[src/rtl/writeback_unit.sv]
// -----------------------------------------------------------------------------
// writeback_unit
//
// Final pipeline stage. Captures one instruction per cycle from the upstream
// stage, selects the writeback value (ALU result, extracted load data or link
// address) and presents registered write ports for the GPR file and the HI/LO
// pair. Also counts retired instructions.
//
// Ports
//   clk         single clock, all state updates on the rising edge
//   rst         synchronous active-low reset
//   in_valid    upstream presents an instruction this cycle
//   stall       hold the output register; no new capture
//   flush       discard captured and presented instruction (wins over stall)
//   alu_rslt    2*XLEN ALU / mul-div result
//   mem_rdata   raw aligned memory word
//   mem_off     byte offset of the load address
//   ld_mode     load extraction mode (word / half s,u / byte s,u)
//   pc          instruction PC (link writes use pc + 4)
//   wd_sel      writeback source: 00 ALU, 01 MEM, 10 link, 11 reserved
//   rdst_in     destination register
//   rfwr_in     GPR write requested
//   mdiv_in     result targets HI/LO
//   rf_we, rf_waddr, rf_wdata     registered GPR write port
//   hilo_we, hi_wdata, lo_wdata   registered HI/LO write port
//   wb_valid    output register holds a live instruction
//   retire_cnt  wrapping count of retired instructions
// -----------------------------------------------------------------------------
module writeback_unit #(
   parameter int XLEN     = 32,
   parameter int RADDR_W  = 5,
   parameter int LINK_REG = 31,
   parameter int HILO_EN  = 1
) (
   input  logic                 clk,
   input  logic                 rst,
   input  logic                 in_valid,
   input  logic                 stall,
   input  logic                 flush,
   input  logic [2*XLEN-1:0]    alu_rslt,
   input  logic [XLEN-1:0]      mem_rdata,
   input  logic [1:0]           mem_off,
   input  logic [2:0]           ld_mode,
   input  logic [XLEN-1:0]      pc,
   input  logic [1:0]           wd_sel,
   input  logic [RADDR_W-1:0]   rdst_in,
   input  logic                 rfwr_in,
   input  logic                 mdiv_in,
   output logic                 rf_we,
   output logic [RADDR_W-1:0]   rf_waddr,
   output logic [XLEN-1:0]      rf_wdata,
   output logic                 hilo_we,
   output logic [XLEN-1:0]      hi_wdata,
   output logic [XLEN-1:0]      lo_wdata,
   output logic                 wb_valid,
   output logic [31:0]          retire_cnt
);

   localparam logic [1:0] WD_ALU  = 2'b00;
   localparam logic [1:0] WD_MEM  = 2'b01;
   localparam logic [1:0] WD_LINK = 2'b10;
   localparam logic [1:0] WD_RSVD = 2'b11;

   localparam logic [2:0] LD_HS = 3'b001;
   localparam logic [2:0] LD_HU = 3'b010;
   localparam logic [2:0] LD_BS = 3'b011;
   localparam logic [2:0] LD_BU = 3'b100;

   localparam logic               HILO_ON   = (HILO_EN != 0);
   localparam logic [RADDR_W-1:0] LINK_ADDR = RADDR_W'(LINK_REG);
   localparam logic [XLEN-1:0]    PC_STEP   = XLEN'(4);

   // ---------------------------------------------------------------------------
   // Load extraction: shift the addressed lane down to bit 0, then extend.
   // Halfword loads use only mem_off[1]; mem_off[0] is ignored.
   // ---------------------------------------------------------------------------
   logic [XLEN-1:0] byte_shift;
   logic [XLEN-1:0] half_shift;
   logic [7:0]      byte_sel;
   logic [15:0]     half_sel;
   logic [XLEN-1:0] ld_value;

   assign byte_shift = mem_rdata >> {mem_off, 3'b000};
   assign half_shift = mem_rdata >> {mem_off[1], 4'b0000};
   assign byte_sel   = byte_shift[7:0];
   assign half_sel   = half_shift[15:0];

   // NOTE: every always_comb output gets a default first so no path can infer a latch.
   always_comb begin
      ld_value = mem_rdata;
      case (ld_mode)
         LD_HS:   ld_value = {{(XLEN-16){half_sel[15]}}, half_sel};
         LD_HU:   ld_value = {{(XLEN-16){1'b0}},         half_sel};
         LD_BS:   ld_value = {{(XLEN-8){byte_sel[7]}},   byte_sel};
         LD_BU:   ld_value = {{(XLEN-8){1'b0}},          byte_sel};
         default: ld_value = mem_rdata;
      endcase
   end

   // ---------------------------------------------------------------------------
   // Next-state values for the output register.
   // ---------------------------------------------------------------------------
   logic [RADDR_W-1:0] waddr_d;
   logic [XLEN-1:0]    wdata_d;
   logic               rf_we_d;
   logic               hilo_we_d;

   always_comb begin
      waddr_d = rdst_in;
      wdata_d = alu_rslt[XLEN-1:0];
      case (wd_sel)
         WD_MEM:  wdata_d = ld_value;
         WD_LINK: begin
            wdata_d = pc + PC_STEP;
            waddr_d = LINK_ADDR;
         end
         default: wdata_d = alu_rslt[XLEN-1:0];
      endcase
   end

   // The zero test uses the final address, so a link write is never
   // suppressed by rdst_in = 0.
   assign rf_we_d   = rfwr_in & ~mdiv_in & (waddr_d != '0) & (wd_sel != WD_RSVD);
   assign hilo_we_d = mdiv_in & HILO_ON;

   logic [31:0] retire_q;
   assign retire_cnt = retire_q;

   // NOTE: sequential state uses non-blocking assignments only, so every flop
   // samples the pre-edge values regardless of statement order.
   // NOTE: every flop here, data included, is reset so outputs are known zero after reset.
   always_ff @(posedge clk) begin
      if (!rst) begin
         wb_valid <= 1'b0;
         rf_we    <= 1'b0;
         hilo_we  <= 1'b0;
         rf_waddr <= '0;
         rf_wdata <= '0;
         hi_wdata <= '0;
         lo_wdata <= '0;
         retire_q <= '0;
      end else if (flush) begin
         // Data fields hold; only the qualifiers drop.
         wb_valid <= 1'b0;
         rf_we    <= 1'b0;
         hilo_we  <= 1'b0;
      end else if (!stall) begin
         wb_valid <= in_valid;
         rf_we    <= in_valid & rf_we_d;
         hilo_we  <= in_valid & hilo_we_d;
         rf_waddr <= waddr_d;
         rf_wdata <= wdata_d;
         hi_wdata <= alu_rslt[2*XLEN-1:XLEN];
         lo_wdata <= alu_rslt[XLEN-1:0];
         if (in_valid) begin
            retire_q <= retire_q + 32'd1;
         end
      end
   end

endmodule

[config.mk]
export PLATFORM = sky130hd
export DESIGN_NAME = writeback_unit
export DESIGN_NICKNAME = d
export VERILOG_FILES = /design/src/rtl/writeback_unit.sv
export SDC_FILE = /design/constraint.sdc
export NUM_CORES = 1
export LEC_CHECK = 0
export CORE_AREA = 3 3 133 135
export DETAILED_ROUTE_END_ITERATION = 10
export DIE_AREA = 0 0 136 138
export PLACE_DENSITY = 0.8
export SLEW_MARGIN = 20
export SYNTH_ARGS = -nofsm -noshare
export SYNTH_HDL_FRONTEND = slang
export SYNTH_SLANG_ARGS = --single-unit
[constraint.sdc]
create_clock -name clk -period 2.7 [get_ports clk]
set_input_delay 0.405 -clock clk [delete_from_list [all_inputs] [get_ports clk]]
set_output_delay 0.405 -clock clk [all_outputs]
set_load 0.02 [all_outputs]
==> results of run 1 <==
## where the power goes
| group | internal [W] | switching [W] |
|---|---|---|
| sequential | 0.00209 | 0.0000456 |
| combinational | 0.000545 | 0.000578 |
| clock | 0.00147 | 0.000871 |
| total | 0.00411 | 0.00149 |
## sequential cells by signal, summed over array words and instances (netlist names)
register	cells
rf_we	1
wb_valid	1
hi_wdata	32
lo_wdata	32
retire_cnt	32
rf_waddr	5
rf_wdata	32
hilo_we	1
## worst max path at each step
| stage | start | endpoint | slack (ns) | cells after the start |
|---|---|---|---|---|
| detailed placement | pc[3] | rf_wdata[18] | -0.003 | 7 |
| floorplan | pc[2] | rf_wdata[18] | 0.56 | 7 |
| global route | pc[3] | rf_wdata[18] | 0.33 | 7 |
| global placement | pc[2] | rf_wdata[18] | 0.05 | 7 |
| finish | pc[2] | rf_wdata[26] | 0.43 | 8 |
| CTS | pc[3] | rf_wdata[26] | 0.45 | 8 |
## area by class of cell
class / instances / share of cell area
repair buffers: 338 / 0.290
flip-flops and latches: 136 / 0.241
multi-input cells: 714 / 0.384
well taps: 220 / 0.0243
clock buffers: 20 / 0.0395
clock inverters: 12 / 0.0133
inverters: 25 / 0.00830
## routing by layer
metal	track usage	vias to the layer above	share of wire
met2	0.448	382	0.47
met4	0.102	0	0.032
met5	0	-	0
met3	0.0560	59	0.076
li1	-	3944	-
met1	0.372	3668	0.43
## through the flow
| stage | hold WS [ns] | power, W | cells | utilization | worst slack (ns) |
|---|---|---|---|---|---|
| after floorplan | 0.541 | 0.00266 | 940 | - | 0.558 |
| after global placement | 0.450 | 0.00328 | 1433 | 0.646 | 0.0506 |
| after detailed placement | 0.458 | 0.00329 | 1433 | 0.646 | -0.00274 |
| after CTS | 0.319 | 0.00563 | 1465 | 0.682 | 0.448 |
| after global routing | 0.358 | 0.00582 | 1465 | 0.682 | 0.327 |
| final | 0.334 | 0.00561 | 1465 | 0.682 | 0.429 |
## cell usage after synthesis (all sizes together) (5+ instances only)
master	n	area, um2
o21ai	51	255
nor4	22	150
a221oi	8	70.1
o31a	6	52.6
nand3	29	150
and4	7	61.3
mux2i	10	100
xnor2	17	149
and3	11	68.8
nand2b	15	93.8
xor2	21	184
clkbuf	59	221
nand2	177	664
and2	25	156
a21oi	26	134
o211ai	30	225
or2	8	50.1
nor2	30	113
ha	5	62.6
nor3b	8	71.3
buf	6	25.0
a21boi	71	533
nor2b	8	50.1
a31oi	12	75.1
inv	25	93.8
or3	24	150
o31ai	7	52.6
dfxtp	136	2720
nand4	14	93.8
nor3	22	110
o21a	6	45.0
## worst max-delay path: stages
cell and delay (ns):
clkdlybuf4s50_1 0.48, ha_1 0.17, nand3_1 0.11, or4_1 0.62, buf_4 0.22, o31a_1 0.28, o21ai_0 0.19, a21oi_1 0.09
## logic make-up after synthesis
logic type               Yosys count  synth area share
AO/OA/AOI/OAI                    249             0.234
XOR/XNOR                          38            0.0450
adder cells (fa/ha/maj)            6           0.00982
buffers and inverters             90            0.0460
flip-flops                       136             0.368
multiplexers                      14            0.0212
AND/OR/NAND/NOR                  407             0.276
==> reports/qor.csv, run 1 <==
metric,value,unit
Clock Tree Buf Depth,2,
Max-Cap Viols,0,
antenna diode count,0,
"Seq/Total Area, Yosys",0.368,
cell area after synthesis,0.00739,mm2
Mapped Nets,1092,
maximum vdd ir drop,0.460,mV
HPWL reported at the end of detailed placement,20700,um
fillcell total,1386,
Die Footprint,0.0188,mm2
Die W,136,um
hold wc startpoint,rst,
drt drc,0,
post-CTS setup buffers,0,
Cell Pwr Density,496,mW/mm2
P_leak,4.14,nW
dpl cell area,0.0107,mm2
async set-reset flop share out of synthesis,0,
first-pass GRT wire length,41800,um
status,completed,
pin count of the biggest net entering global routing,108,
share of layout cells above drive strength 1,0.0876,
number of global-route vias before repair,7597,
Antenna Violating Nets Remaining,0,
critical path launch point type,primary input,
initial antenna violation count,0,
Vias,8053,
gr ovfl total,0,
worst-skew pair later-pin latency,0.41,ns
Root Driver,clkbuf_16,
Layout area overhead,52.9,%
Total Routing Usage GR,0.279,
# H-tree levels,4,
clock transition at the registers of the reported paths,0.06,ns
# rows,47,
final hold vios,0,
library cells used by synthesis,61,
TritonCTS buffer count,17,
Num Clock Sinks,136,
Detailed Route Iter0 Violations,702,
cts repair resizes,0,
CTS tree,yes,
crit path kind,in2reg,
"Hold-fix buffers, CTS",0,
Register Area,0.00272,mm2
Worst Hold Depth,3,
Layout Nets,1384,
Hold EP,wb_valid,
arrival time at the worst endpoint,2.56,ns
GPL Wtd Cong,1.01,
Slew @ Worst Pin,0.992,ns
DR WL/cell,18.4,um
YS warnings,0,
Core Box Area,0.0166,mm2
Multi-input gate area,0.00434,mm2
vias per cell,5.50,
post-synthesis register bit count,136,
R2R Setup Slk,0.72,ns
main flop type after synthesis,dfxtp_1,
fin. max-slew vios,0,
WP data required,2.99,ns
r2r endpoint,retire_cnt[31],
Initial Util,0.446,
reg-to-reg critical path startpoint,retire_cnt[14],
io pins,283,
HP Class,in2reg,
setup TNS,0,ns
crit-path max FO,11,
"commonest cells after routing, fill and taps aside","clkdlybuf4s50_1, nand2_1, dfxtp_1",
Synth Instances,940,
final critical-path required period,2.27,ns
Tcrit/Tclk final,0.841,
Clock Skews,0.00404,ns
Finished Cell Area,0.0113,mm2
Final setup viols,0,
slew margin rel.,0.339,
unrepaired setup endpoints after global routing,false,
Achievable Freq,440,MHz
Port Buf Inserts,282,
R2R cell count,6,
final WL,26900,um
"Avg Cell Area, Syn",7.87,um2
"commonest non-fill, non-tap cell in the layout",clkdlybuf4s50_1,
1st-pass router iterations,5,
Post-synth EDFFs,0,
Die Span Y,138,um
Critical Path End Type,flip-flop,
(Power assumes the default switching activity.)
==> run 2, diff against run 1 <==
- CORE_AREA: 3 3 133 135 -> 3 3 140 142
- DIE_AREA: 0 0 136 138 -> 0 0 143 145
- PLACE_DENSITY: 0.8 -> 0.76
- clock period: 2.7 -> 2 ns (I/O delays scaled with it)
==> reports/qor.csv, run 2 (synthesis gave the netlist of run 1 again) <==
metric,value,unit
HP Class,in2reg,
TritonCTS buffer count,17,
Die W,143,um
critical path launch point type,primary input,
antenna diode count,0,
# rows,50,
crit path kind,in2reg,
share of layout cells above drive strength 1,0.147,
"commonest cells after routing, fill and taps aside","clkdlybuf4s50_1, nand2_1, dfxtp_1",
CP peak stage delay,0.48,ns
Worst Hold Depth,4,
final hold vios,0,
clock transition at the registers of the reported paths,0.06,ns
Num Clock Sinks,136,
pin count of the biggest net entering global routing,141,
Root Driver,clkbuf_16,
final critical-path required period,1.95,ns
number of global-route vias before repair,8040,
first-pass GRT wire length,42900,um
WP data required,2.28,ns
maximum vdd ir drop,0.435,mV
Pwr Total,0.00811,W
gr ovfl total,0,
Total Routing Usage GR,0.261,
HPWL reported at the end of detailed placement,21900,um
Antenna Violating Nets Remaining,0,
R2R cell count,6,
Port Buf Inserts,282,
Achievable Freq,513,MHz
"Hold-fix buffers, CTS",0,
post-place setup slack,-0.558,ns
Die Footprint,0.0207,mm2
fin. max-slew vios,0,
slowest cell on the critical path,clkdlybuf4s50_1,
io pins,283,
Layout area overhead,63.6,%
1st-pass router iterations,5,
worst-skew pair later-pin latency,0.41,ns
CTS tree,yes,
Initial Util,0.398,
fin cells,1552,
Tcrit/Tclk final,0.974,
initial antenna violation count,1,
Die Span Y,145,um
Cell Pwr Density,670,mW/mm2
fillcell total,1596,
crit-path max FO,6,
# H-tree levels,4,
GPL Wtd Cong,0.929,
status,completed,
DR WL/cell,18.1,um
"Cell Chain, Critical Path","clkdlybuf4s50_1, inv_1, ha_1, buf_4, nor2b_1, nor2b_1, buf_4, a221oi_1, a21oi_1",
P_leak,4.57,nW
arrival time at the worst endpoint,2.23,ns
Vias,8431,
final WL,28100,um
Core Box Area,0.0186,mm2
slew margin rel.,0.628,
R2R Setup Slk,0.12,ns
Final setup viols,0,
Max-Cap Viols,0,
Critical Path End Type,flip-flop,
setup ws final,0.0515,ns
Clock Skews,0.00671,ns
Cells after DPL,1519,
Clock Tree Buf Depth,2,
Layout Nets,1457,
"commonest non-fill, non-tap cell in the layout",clkdlybuf4s50_1,
Slew @ Worst Pin,0.558,ns
drt drc,0,
vias per cell,5.43,
Detailed Route Iter0 Violations,570,
==> run 2: changes by cell type in the layout (fill, tap and decap cells not counted), moves of 3 or more <==
cell       before  now
o21ai_1         0    3
o21ai_0        51   48
bufinv_16       3    6
nor4_1         20   16
clkinv_2        5    1
nor4_4          0    3
buf_4          54  124
==> run 2: where the power goes <==
group          leakage [nW]  internal, W  switching [W]
clock                 0.322      0.00238        0.00118
sequential             1.11      0.00283      0.0000662
combinational          3.14     0.000843       0.000811
total                  4.57      0.00605        0.00206
==> run 2: worst paths after layout <==
check,startpoint,to
max,wd_sel[1],rf_wdata[12]
min,rst,hilo_we
max reg2reg,retire_cnt[17],retire_cnt[31]
min reg2reg,rf_wdata[9],rf_wdata[9]
==> run 2: area by class of cell <==
class	instances	area, um2	share of cell area
Clock buffer	21	450	0.0372
Clock inverter	11	219	0.0181
Sequential cell	136	2720	0.225
Tap cell	234	293	0.0242
Timing Repair Buffer	411	3840	0.318
Inverter	25	93.8	0.00776
Multi-Input combinational cell	714	4470	0.370
==> run 2: metal layers <==
layer  share of wire  GRT usage
met1            0.41      0.328
met4           0.042      0.106
met3           0.067     0.0557
met5         0.00039          0
met2            0.48      0.430
==> run 2: critical path, delay by kind of cell <==
| family | cells | cell delay (ns) |
|---|---|---|
| AOI/OAI and AO/OA | 2 | 0.51 |
| adders and majority gates | 1 | 0.24 |
| buffers and inverters | 4 | 0.89 |
| and+or+nand+nor | 2 | 0.30 |
==> run 2: repair_timing <==
item | CTS | global route
pin swaps | 0 | 6
endpoints found under the setup margin | 14 | 23
buffers inserted | 0 | 1
gates resized for setup | 7 | 19
==> run 2: per-stage QoR <==
step                hold slack (ns)  setup TNS (ns)  utilization  cell area [um2]
detailed placement            0.456          -13.40        0.608            11300
CTS                           0.300               0        0.646            12000
floorplan                     0.444               0            -             7410
finish                        0.326               0        0.651            12100
global route                  0.332        -0.00290        0.651            12100
global placement              0.450          -16.98        0.608            11300
==> run 3, diff against run 2 <==
- CORE_AREA: 3 3 140 142 -> 3 3 107 186
- CTS_BUF_LIST: not set -> sky130_fd_sc_hd__clkbuf_16
- DIE_AREA: 0 0 143 145 -> 0 0 110 189
==> reports/qor.csv, run 3 (synthesis gave the netlist of run 1 again) <==
metric,value,unit
WP data required,2.34,ns
HPWL reported at the end of detailed placement,23300,um
crit-path max FO,5,
Detailed Route Iter0 Violations,401,
1st-pass router iterations,7,
R2R Setup Slk,0.13,ns
status,completed,
Final setup viols,0,
first-pass GRT wire length,44500,um
Root Driver,clkbuf_16,
Hold EP,hilo_we,
Initial Util,0.398,
Port Buf Inserts,282,
Cells after DPL,1541,
CTS tree,yes,
vias per cell,5.42,
clock transition at the registers of the reported paths,0.06,ns
final WL,29500,um
Antenna Violating Nets Remaining,0,
worst-skew pair later-pin latency,0.41,ns
R2R cell count,6,
unrepaired setup endpoints after global routing,true,
r2r endpoint,retire_cnt[25],
fin. max-slew vios,0,
maximum vdd ir drop,0.504,mV
io pins,283,
reg-to-reg critical path startpoint,retire_cnt[16],
drt drc,0,
critical path launch point type,primary input,
final hold vios,0,
Die Span Y,189,um
# H-tree levels,4,
pin count of the biggest net entering global routing,141,
slew margin rel.,0.586,
gr ovfl total,0,
dpl cell area,0.0115,mm2
Worst Hold Depth,3,
setup ws final,0.0247,ns
GPL Wtd Cong,1.00,
DR WL/cell,18.7,um
Die Footprint,0.0208,mm2
arrival time at the worst endpoint,2.31,ns
Die W,110,um
Max-Cap Viols,0,
Total Routing Usage GR,0.278,
initial antenna violation count,1,
fillcell total,1624,
fin cells,1573,
hold wc startpoint,rst,
Core Box Area,0.0186,mm2
Finished Cell Area,0.0121,mm2
"commonest non-fill, non-tap cell in the layout",clkdlybuf4s50_1,
final critical-path required period,1.98,ns
Tcrit/Tclk final,0.988,
Critical Path End Type,flip-flop,
Clock Tree Buf Depth,2,
Num Clock Sinks,136,
TritonCTS buffer count,17,
share of layout cells above drive strength 1,0.155,
P_leak,4.63,nW
setup TNS,0,ns
Cell Pwr Density,641,mW/mm2
Layout Nets,1475,
Slew @ Worst Pin,0.616,ns
Crit. Startpoint,mem_rdata[23],
Achievable Freq,506,MHz
crit path kind,in2reg,
Clock Skews,0.00313,ns
"commonest cells after routing, fill and taps aside","clkdlybuf4s50_1, nand2_1, buf_4",
# rows,66,
"Hold-fix buffers, CTS",0,
HP Class,in2reg,
number of global-route vias before repair,8355,
Vias,8519,
Layout area overhead,64.3,%
post-place setup slack,-0.632,ns
Pwr Total,0.00779,W
-- run 3: cell type report --
type | count | area, um2 | share of cell area
Multi-Input combinational cell | 714 | 4400 | 0.363
Timing Repair Buffer | 429 | 4040 | 0.332
Sequential cell | 136 | 2720 | 0.224
Clock buffer | 17 | 425 | 0.0350
Tap cell | 238 | 298 | 0.0245
Clock inverter | 13 | 164 | 0.0135
Inverter | 25 | 93.8 | 0.00772
Antenna cell | 1 | 2.50 | 0.000206
-- run 3: worst max path at each step --
stage / depth (start not counted) / end / slack, ns
after detailed placement: 7 / rf_wdata[18] / -0.63
after floorplan: 7 / rf_wdata[18] / 0.03
after global routing: 6 / rf_wdata[9] / -0.02
after CTS: 7 / rf_wdata[28] / 0.05
after global placement: 7 / rf_wdata[18] / -0.62
final: 7 / rf_wdata[15] / 0.02
-- run 3: critical path: stages --
cell,delay (ns)
clkdlybuf4s50_1,0.61
mux4_2,0.32
nand3_1,0.10
a21boi_0,0.44
buf_4,0.21
o21ai_0,0.13
a41oi_1,0.20
-- run 3: layer usage --
metal	share of wire	vias to the layer above	global-route usage	wire length (um)
li1	-	4118	-	-
met1	0.36	3942	0.300	10700
met2	0.51	350	0.484	15000
met3	0.055	109	0.0467	1620
met4	0.071	0	0.185	2100
met5	0	-	0	0
-- run 3: metrics by stage --
stage	util	hold WS, ns
5_1_grt	0.654	0.239
4_1_cts	0.651	0.208
2_1_floorplan	-	0.444
3_3_place_gp	0.619	0.449
6_report	0.654	0.227
3_5_place_dp	0.619	0.456
-- run 3: what timing repair did --
action,4_1_cts,5_1_grt
setup endpoints to repair,9,20
gates resized for setup,3,15
buffers inserted,0,1
pin swaps,0,2
-- run 3: power by group --
group          switching, W  internal [W]  leakage [nW]  total [W]
Sequential        0.0000645       0.00283          1.11    0.00289
Combinational      0.000826      0.000866          3.22    0.00169
Clock               0.00116       0.00205         0.300    0.00321
Total               0.00205       0.00574          4.63    0.00779
==> RTL edit: new RTL, config.mk and constraints of run 3 <==
Make the reset (`rst`) asynchronous in one clocked block. Comments in the files are not updated.
--- a/src/rtl/writeback_unit.sv
+++ b/src/rtl/writeback_unit.sv
@@ -130,5 +130,5 @@
    // samples the pre-edge values regardless of statement order.
    // NOTE: every flop here, data included, is reset so outputs are known zero after reset.
-   always_ff @(posedge clk) begin
+   always_ff @(posedge clk or negedge rst) begin
       if (!rst) begin
          wb_valid <= 1'b0;
Function: differs if rst is asserted again (counterexample within 4 cycles, from zero or initial values and one cycle with rst low); with rst held inactive, the same outputs for 4 cycles.
==> RTL edit against run 3 <==
  * Synthesized cell count shrank 10%
  * Synthesized area is 2.0% lower
  * Sequential cell count unchanged
  * Wire length fell by 2.2%
  * Die area unchanged
  * Final cell count decreased by 6.0%
  * Sequential power rose by 15%
  * Total power is 20% higher
  * Combinational power increased by 56%
  * Cell area is 1.4% lower
  * Sequential share of layout area increased by 6.0 points
  * Hold slack improved by 170 ps
  * Worst setup slack improved by 56 ps
  * Non-clock buffer count fell by 13
==> RTL edit: results <==
[yosys]
synthMuxAreaShare_pct = 1.710
ys_types = 57
synth_compound_area_share_pct = 15.91
synthTopCellsByArea = dfrtp_1, nand2_1, o21ai_0
yosys-top-cells-count = nand2_1, dfrtp_1, o21ai_0
async_reset_ff_share_pct = 100.0
synth_top_cell_by_area = dfrtp_1

[global_route]
grt_pass1_wl_mm = 43.95
grt_pass1_vias = 8098
grt_util_met3_pct = 4.367
grt_max_degree = 72
use_met2_pct = 49.30
grtUsageTotal_pct = 27.88

[finish]
fin_cells = 1478
drive_gt1_share_pct = 15.81
num-nets-final = 1381

[hold_path]
hp-class = in2async

[route]
drt_pass1_iterations = 6
wl_met2_mm = 15.15
wirelength_mm = 28.86
drt-met1-wl_mm = 10.40
wl_met3_mm = 1.409

[power_and_ir_drop]
leakagePower_nw = 5.264
pwr.group.clock_mw = 3.40
ir_drop_mv = 0.6717
pg_comb_mw = 2.64
sw_frac_of_total_pct = 29.93

[setup_path]
worst_path_largest_cell_delay_ps = 490
startpoint = pc[13]
path_max_fanout = 4
critPathCapture = rf_wdata[24]$_DFFE_PN0P_
reg2reg_from = retire_cnt[9]$_DFFE_PN0P_
crit_family = simple AND/OR/NAND/NOR gates
cpMaxStageDelayCell = or4_4

[cts]
postCtsSetupBuffers = 1
cts_hold_buf = 1
ctsResizeCount = 13

[outcome]
status = finished, final reports clean

[timing]
period_share_pct = 95.99
hold_ws_ps = 402.2

[placement]
place_congestion = 0.9378
post-dp-hpwl_mm = 22.67
## RTL edit: cell count changes after synthesis, moves of 12 or more
cell / before / now
dfrtp_1: 0 / 136
dfxtp_1: 136 / 0
a21boi_0: 70 / 3
nand2_1: 177 / 242
clkbuf_1: 59 / 38
and2_1: 25 / 5
o211ai_1: 30 / 11
xnor2_1: 17 / 35
nor3_1: 22 / 6
inv_1: 25 / 13
xor2_1: 21 / 9
## RTL edit: final cells by class
type | count | area (um^2)
multi-input cells | 645 | 3689
well taps | 238 | 297.8
repair buffers | 416 | 3913
clock inverters | 13 | 203.9
inverters | 13 | 48.80
flip-flops and latches | 136 | 3403
fillers | 1558 | 6600
clock buffers | 17 | 425.4
## RTL edit: through the flow
stage	util, %	total power, mW	area, um^2	TNS (ps)
2_1_floorplan	-	4.378	7242	0
3_3_place_gp	60.52	5.944	11240	-12200
3_5_place_dp	60.52	5.986	11240	-12660
4_1_cts	64.05	9.394	11900	0
5_1_grt	64.48	9.718	11980	0
6_report	64.48	9.372	11980	0
